===== src/rtl/wb_queue.sv =====
// In-order write-back queue between a result producer and a register-file write port.
// Define WB_QUEUE_BYPASS_EN to compile the pending-value forwarding logic (outputs tie to 0 otherwise).
module wb_queue #(
  parameter int DEPTH  = 2,
  parameter int DATA_W = 16
) (
  input  logic                     clk,
  input  logic                     reset,
  input  logic                     in_valid,
  output logic                     in_ready,
  input  logic [1:0]               in_rd,
  input  logic [DATA_W-1:0]        in_data,
  input  logic                     hold,
  output logic                     reg_write,
  output logic [1:0]               rd,
  output logic [DATA_W-1:0]        write_data,
  input  logic [1:0]               rs1,
  input  logic [1:0]               rs2,
  output logic                     fwd1_hit,
  output logic                     fwd2_hit,
  output logic [DATA_W-1:0]        fwd1_data,
  output logic [DATA_W-1:0]        fwd2_data,
  output logic [$clog2(DEPTH):0]   count
);

  localparam int AW = $clog2(DEPTH);
  localparam int CW = AW + 1;

  logic [1:0]        rd_mem_q   [DEPTH];
  logic [DATA_W-1:0] data_mem_q [DEPTH];

  logic [AW-1:0] wr_ptr_q, wr_ptr_d;
  logic [AW-1:0] rd_ptr_q, rd_ptr_d;
  logic [CW-1:0] count_q, count_d;

  logic push, pop;

  assign in_ready  = (count_q < CW'(DEPTH)) && !reset;
  // Reset discards pending entries, so none may reach the register file during it.
  assign reg_write = (count_q != '0) && !hold && !reset;
  assign push      = in_valid && in_ready;
  assign pop       = reg_write;

  assign rd         = (count_q != '0) ? rd_mem_q[rd_ptr_q]   : 2'b00;
  assign write_data = (count_q != '0) ? data_mem_q[rd_ptr_q] : '0;
  assign count      = count_q;

  always_comb begin
    wr_ptr_d = wr_ptr_q;
    rd_ptr_d = rd_ptr_q;
    count_d  = count_q;
    if (push) wr_ptr_d = wr_ptr_q + AW'(1);
    if (pop)  rd_ptr_d = rd_ptr_q + AW'(1);
    case ({push, pop})
      2'b10:   count_d = count_q + CW'(1);
      2'b01:   count_d = count_q - CW'(1);
      default: count_d = count_q;
    endcase
  end

  always_ff @(posedge clk) begin
    if (reset) begin
      wr_ptr_q <= '0;
      rd_ptr_q <= '0;
      count_q  <= '0;
    end else begin
      wr_ptr_q <= wr_ptr_d;
      rd_ptr_q <= rd_ptr_d;
      count_q  <= count_d;
    end
  end

  // Entry storage carries no reset; validity is defined solely by the pointers and count.
  always_ff @(posedge clk) begin
    if (push) begin
      rd_mem_q[wr_ptr_q]   <= in_rd;
      data_mem_q[wr_ptr_q] <= in_data;
    end
  end

`ifdef WB_QUEUE_BYPASS_EN
  always_comb begin
    logic [AW-1:0] idx;
    idx       = '0;
    fwd1_hit  = 1'b0;
    fwd2_hit  = 1'b0;
    fwd1_data = '0;
    fwd2_data = '0;
    // Walk oldest to youngest so the youngest matching entry wins.
    for (int i = 0; i < DEPTH; i++) begin
      if (CW'(i) < count_q) begin
        idx = rd_ptr_q + AW'(i);
        if (rd_mem_q[idx] == rs1) begin
          fwd1_hit  = 1'b1;
          fwd1_data = data_mem_q[idx];
        end
        if (rd_mem_q[idx] == rs2) begin
          fwd2_hit  = 1'b1;
          fwd2_data = data_mem_q[idx];
        end
      end
    end
  end
`else
  logic unused_rs;
  assign unused_rs = ^{rs1, rs2};
  assign fwd1_hit  = 1'b0;
  assign fwd2_hit  = 1'b0;
  assign fwd1_data = '0;
  assign fwd2_data = '0;
`endif

endmodule


===== config.mk =====
export PLATFORM = sky130hd
export DESIGN_NAME = wb_queue
export DESIGN_NICKNAME = d
export VERILOG_FILES = /design/src/rtl/wb_queue.sv
export SDC_FILE = /design/constraint.sdc
export NUM_CORES = 1
export LEC_CHECK = 0
export BUFFER_PORTS_ARGS = -buffer_cell sky130_fd_sc_hd__buf_2
export CAP_MARGIN = 5
export CORE_ASPECT_RATIO = 1.4
export CORE_MARGIN = 4
export CORE_UTILIZATION = 40
export CTS_CLUSTER_DIAMETER = 80
export DETAILED_ROUTE_END_ITERATION = 10
export PLACE_DENSITY = 0.7
export SYNTH_ARGS = -nofsm -noshare
export SYNTH_HDL_FRONTEND = slang
export SYNTH_SLANG_ARGS = --single-unit

===== constraint.sdc =====
create_clock -name clk -period 2 [get_ports clk]
set_clock_uncertainty 0.05 [all_clocks]
set_input_delay 0.4 -clock clk [delete_from_list [all_inputs] [get_ports clk]]
set_output_delay 0.4 -clock clk [all_outputs]
set_load 0.02 [all_outputs]

* Word-level counts from Yosys, hierarchy flattened
Memories as Yosys holds them, arrays and structs flattened. A register that Yosys moved wholly into a read port is not among the register bits.
Index checks and enable logic that the tools add are counted.
Widths: inputs -> output; s select.
** Cells by class
- Order comparisons :: 1
- Reductions and logical operators :: 8
- Add/subtract/negate cells :: 4
- Multiplexer cells :: 9
- Equal/unequal tests :: 2
** Operators by type and width (number)
- $mux 16 :: 1
- $mux 1 :: 6
- $logic_and 1x1->1 :: 4
- $pmux 2 s2 :: 1
- $reduce_bool 2->1 :: 2
- $add 1x1->1 const B :: 2
- $add 2x1->2 const B :: 1
- $eq 2x1->1 const B :: 1
- $eq 2x2->1 const B :: 1
- $logic_not 1->1 :: 2
- $lt 2x2->1 const B :: 1
- $mux 2 :: 1
- $sub 2x1->2 const B :: 1
** Word-level totals
- Bits in registers :: 4
- Memories kept :: 2
- Word-level logic and storage cells :: 29
- Output and inout port bits :: 56
- RAM bits :: 36
- Input port bits :: 26
** Memory list
- data_mem_q :: words 2, width 16, read ports 1, clocked after memory_dff 1, wr ports 1, RTL line 30 : logic [DATA_W-1:0] data_mem_q [DEPTH];
- rd_mem_q :: words 2, width 2, read ports 1, clocked after memory_dff 1, wr ports 1, RTL line 29 : logic [1:0] rd_mem_q [DEPTH];

* Depth between registers and ports, before layout
- Depth after elaboration :: 5
- Mapped depth :: 7
- Gate-level depth less buffers :: 6

* Worst setup path before layout
No wires, ideal clock.
- Kind :: flip-flop to flip-flop
- From :: register count_q[1], in the netlist count[1]
- To :: register count_q[1], in the netlist count[1]
- Stages on the path, launching flop included :: 7
- Data required time :: 1.880 ns
- Path slack :: -0.227 ns
- Data arrival time :: 2.107 ns
- Path through :: dfxtp_1 nor2_1 buf_2 nor3_1 ha_1 or3_1 a21oi_1
** On the way
- Longest elaborated chain between the ends :: 5
- Elaborated cells between the ends (all ways) :: 12
** RTL lines
- start, declared :: RTL line 34 : logic [CW-1:0] count_q, count_d;
- start signal, assigned :: RTL line 69 : count_q <= count_d;
- $reduce_bool 2->1 (*) :: RTL line 40 : assign reg_write = (count_q != '0) && !hold && !reset;
- $logic_and 1x1->1 (*) (2 in series) :: RTL line 40
- net reg_write :: RTL line 14 : output logic reg_write,
- $eq 2x1->1 / $eq 2x2->1 (equally long branches) :: RTL line 54 : case ({push, pop})
- $pmux 2 s2 / $reduce_bool 2->1 (equally long branches)
Mark *: on every way through the listed nets, which the timed path passes. The rest lies on a longest branch.
A chain may end at the register's enable or synchronous reset.

* Final worst setup path
- From :: register count_q[1], in the netlist count[1]
- To :: output write_data[13]
** On the way
- Longest elaborated chain between the ends :: 2
** RTL lines
- $reduce_bool 2->1 :: RTL line 45 : assign write_data = (count_q != '0) ? data_mem_q[rd_ptr_q] : '0;
- $mux 16 :: RTL line 45
- end, declared :: RTL line 16 : output logic [DATA_W-1:0] write_data,
No other way between the ends.

==> metrics.txt <==
GRT Total Usage 11.19%; global route total overflow 0; Hold Path Class input pin to flip-flop; Post-CTS Resized 0; fin nets 213; f_max approximately 0.55 GHz; largest cells by area after synthesis edfxtp_1 59%, buf_4 15%, mux2i_1 9.8%, dfxtp_1 5.5%, nor2_1 4.7%; Leak 0.8730 nW; vias in the first global route between 900 and 1k; WL/cell about 12 um; YS warnings 0; CP Launch Type flip-flop; row cnt 28; minimum clock period about 1800 ps; initial antenna violation count 0; io pins 82; Mapped Cells between 100 and 150; Setup Crit Path Kind flip-flop to primary output; max-slew violation count 0; Core ar. roughly 4300 um^2; CTS Buf Count 5; switching power about 0.57 mW; Comb pwr share about 20%; die height 88.02 um; fillers slightly above 400; Worst EP arrival between 1000 and 1500 ps; DR DRC count 0; number of routed nets with antenna violations 0; Final Hold Viols 0; number of port buffers 43; antenna cells 0; Initial Utilization between 40% and 50%; die area 5735 um^2; Synth Register Bits 41; crit end category primary output; Die X 65.16 um; CTS Buffer Depth 2; clock network power share between 30% and 40%; initial DRC count 20; Seq/Total Area, Yosys ~65%; Worst-Skew Late Latency around 290 ps; clk sink count 41; Synth cell types 17; Sw Share 27.79%; number of setup buffers added after CTS 0; largest fanout on the critical path 20; Area growth, synth to finish 15.80%; H-tree depth 2; status finished clean; routed vias 1014; Max VDD drop between 0.6 and 0.7 mV; CP required approximately 1600 ps; synthesized area per cell roughly 13 um^2; first-pass iteration count of the detailed router 4; commonest non-fill, non-tap cell in the layout buf_2; final setup fails 0; Mapped Area ~1800 um^2; GPL Wtd Cong about 0.63; Sequential Power Share about half; DP Wirelength about 2200 um; clock-pin slew on the worst setup and hold paths approximately 70 ps; Pint around 1.5 mW; Hold WS 243.8 ps; pin count of the biggest net entering global routing 21; first-pass GRT wire length between 4000 and 5000 um; leading area contributor after synthesis edfxtp_1; final WL approximately 3000 um; share of cells above drive strength 1 a little under a third; routed vias/inst slightly above 4; Root Driver clkbuf_8; most frequent cells in the layout 43 x buf_2, 36 x edfxtp_1, 34 x conb_1; PD cells about 970 nW/um^2; CTS hold repair buffers 0; CTS tree yes; max cap viols 0; Tcrit/Tclk final between 90% and 100%; unrepaired setup endpoints after global routing false; Setup Total Neg Slack 0 ps; top-area cell type share of the netlist area 59.10%
==> registers in the layout (all words and copies together), names as in the netlist, named ones only <==
name	flops
data_mem_q	32
rd_mem_q	4
count	2
rd_ptr_q	1
wr_ptr_q	1
==> cell type report <==
| type | count | area (um^2) | area share [%] |
|---|---|---|---|
| clock buffer | 5 | 68.82 | 3.249 |
| tap | 60 | 75.07 | 3.544 |
| sequential | 41 | 1181 | 55.76 |
| clock inverter | 3 | 41.29 | 1.949 |
| multi-input combinational | 90 | 499.2 | 23.57 |
| timing repair buffer | 48 | 252.7 | 11.93 |
==> cells in the mapped netlist (all sizes together) <==
cell type,count
buf,38
conb,1
nor2,23
edfxtp,36
dfxtp,5
ha,1
xnor2,2
a21oi,3
o21ai,2
xor2,1
or3,2
and3,1
nand2,1
nor2b,1
mux2i,18
nor3,1
==> per-stage QoR <==
step | cells | area [um^2] | util [%] | worst slack [ps] | power (mW)
after CTS | 247 | 2118 | 49.16 | 162.8 | 2.085
after floorplan | 169 | 1961 | - | 16.05 | 1.362
after global routing | 247 | 2118 | 49.16 | 79.94 | 2.161
after detailed placement | 239 | 2008 | 46.60 | 241.7 | 1.442
after global placement | 239 | 2008 | 46.60 | 302.3 | 1.433
final | 247 | 2118 | 49.16 | 196.8 | 2.053
==> metal layers <==
layer / vias to the layer above / track usage, % / wire [um]
li1: 504 / - / -
met2: 37 / 19.27 / 1657
met4: 0 / 5.660 / 63
met1: 466 / 11.71 / 1126
met3: 7 / 4.621 / 223
met5: - / 0 / 0
==> cells by family after synthesis <==
| logic type | Yosys count | share of synthesized area (%) |
|---|---|---|
| flops | 41 | 64.57 |
| buf+inv | 38 | 15.32 |
| simple gates | 29 | 6.566 |
| mux | 18 | 9.849 |
| compound gates | 5 | 1.368 |
| xor+xnor | 3 | 1.437 |
| fa+ha+maj | 1 | 0.6839 |
| other cells | 1 | 0.2050 |
==> critical path, stage by stage, from the launching register on <==
cell and delay (ps):
dfxtp_1 360, nor2_1 180, buf_4 280, nor2_1 80, buf_2 170
==> worst paths after layout <==
check | from | to | slack, ps | cells past startpoint
worst max-delay path | count[1] | write_data[13] | 200 | 4
worst min-delay path | in_data[12] | data_mem_q[1][12] | 240 | 1
worst max register to register | count[1] | count[1] | 400 | 5
worst min register to register | rd_ptr_q | rd_ptr_q | 480 | 2
==> power by group through the flow <==
| stage | logic, mW | clock network [mW] | registers, mW |
|---|---|---|---|
| 6_report | 0.413 | 0.637 | 1.00 |
| 5_1_grt | 0.452 | 0.700 | 1.01 |
| 4_1_cts | 0.419 | 0.662 | 1.00 |
| 3_5_place_dp | 0.419 | 0 | 1.02 |
| 3_3_place_gp | 0.412 | 0 | 1.02 |
| 2_1_floorplan | 0.337 | 0 | 1.03 |
Note: power is estimated with default switching activity, not from simulation.
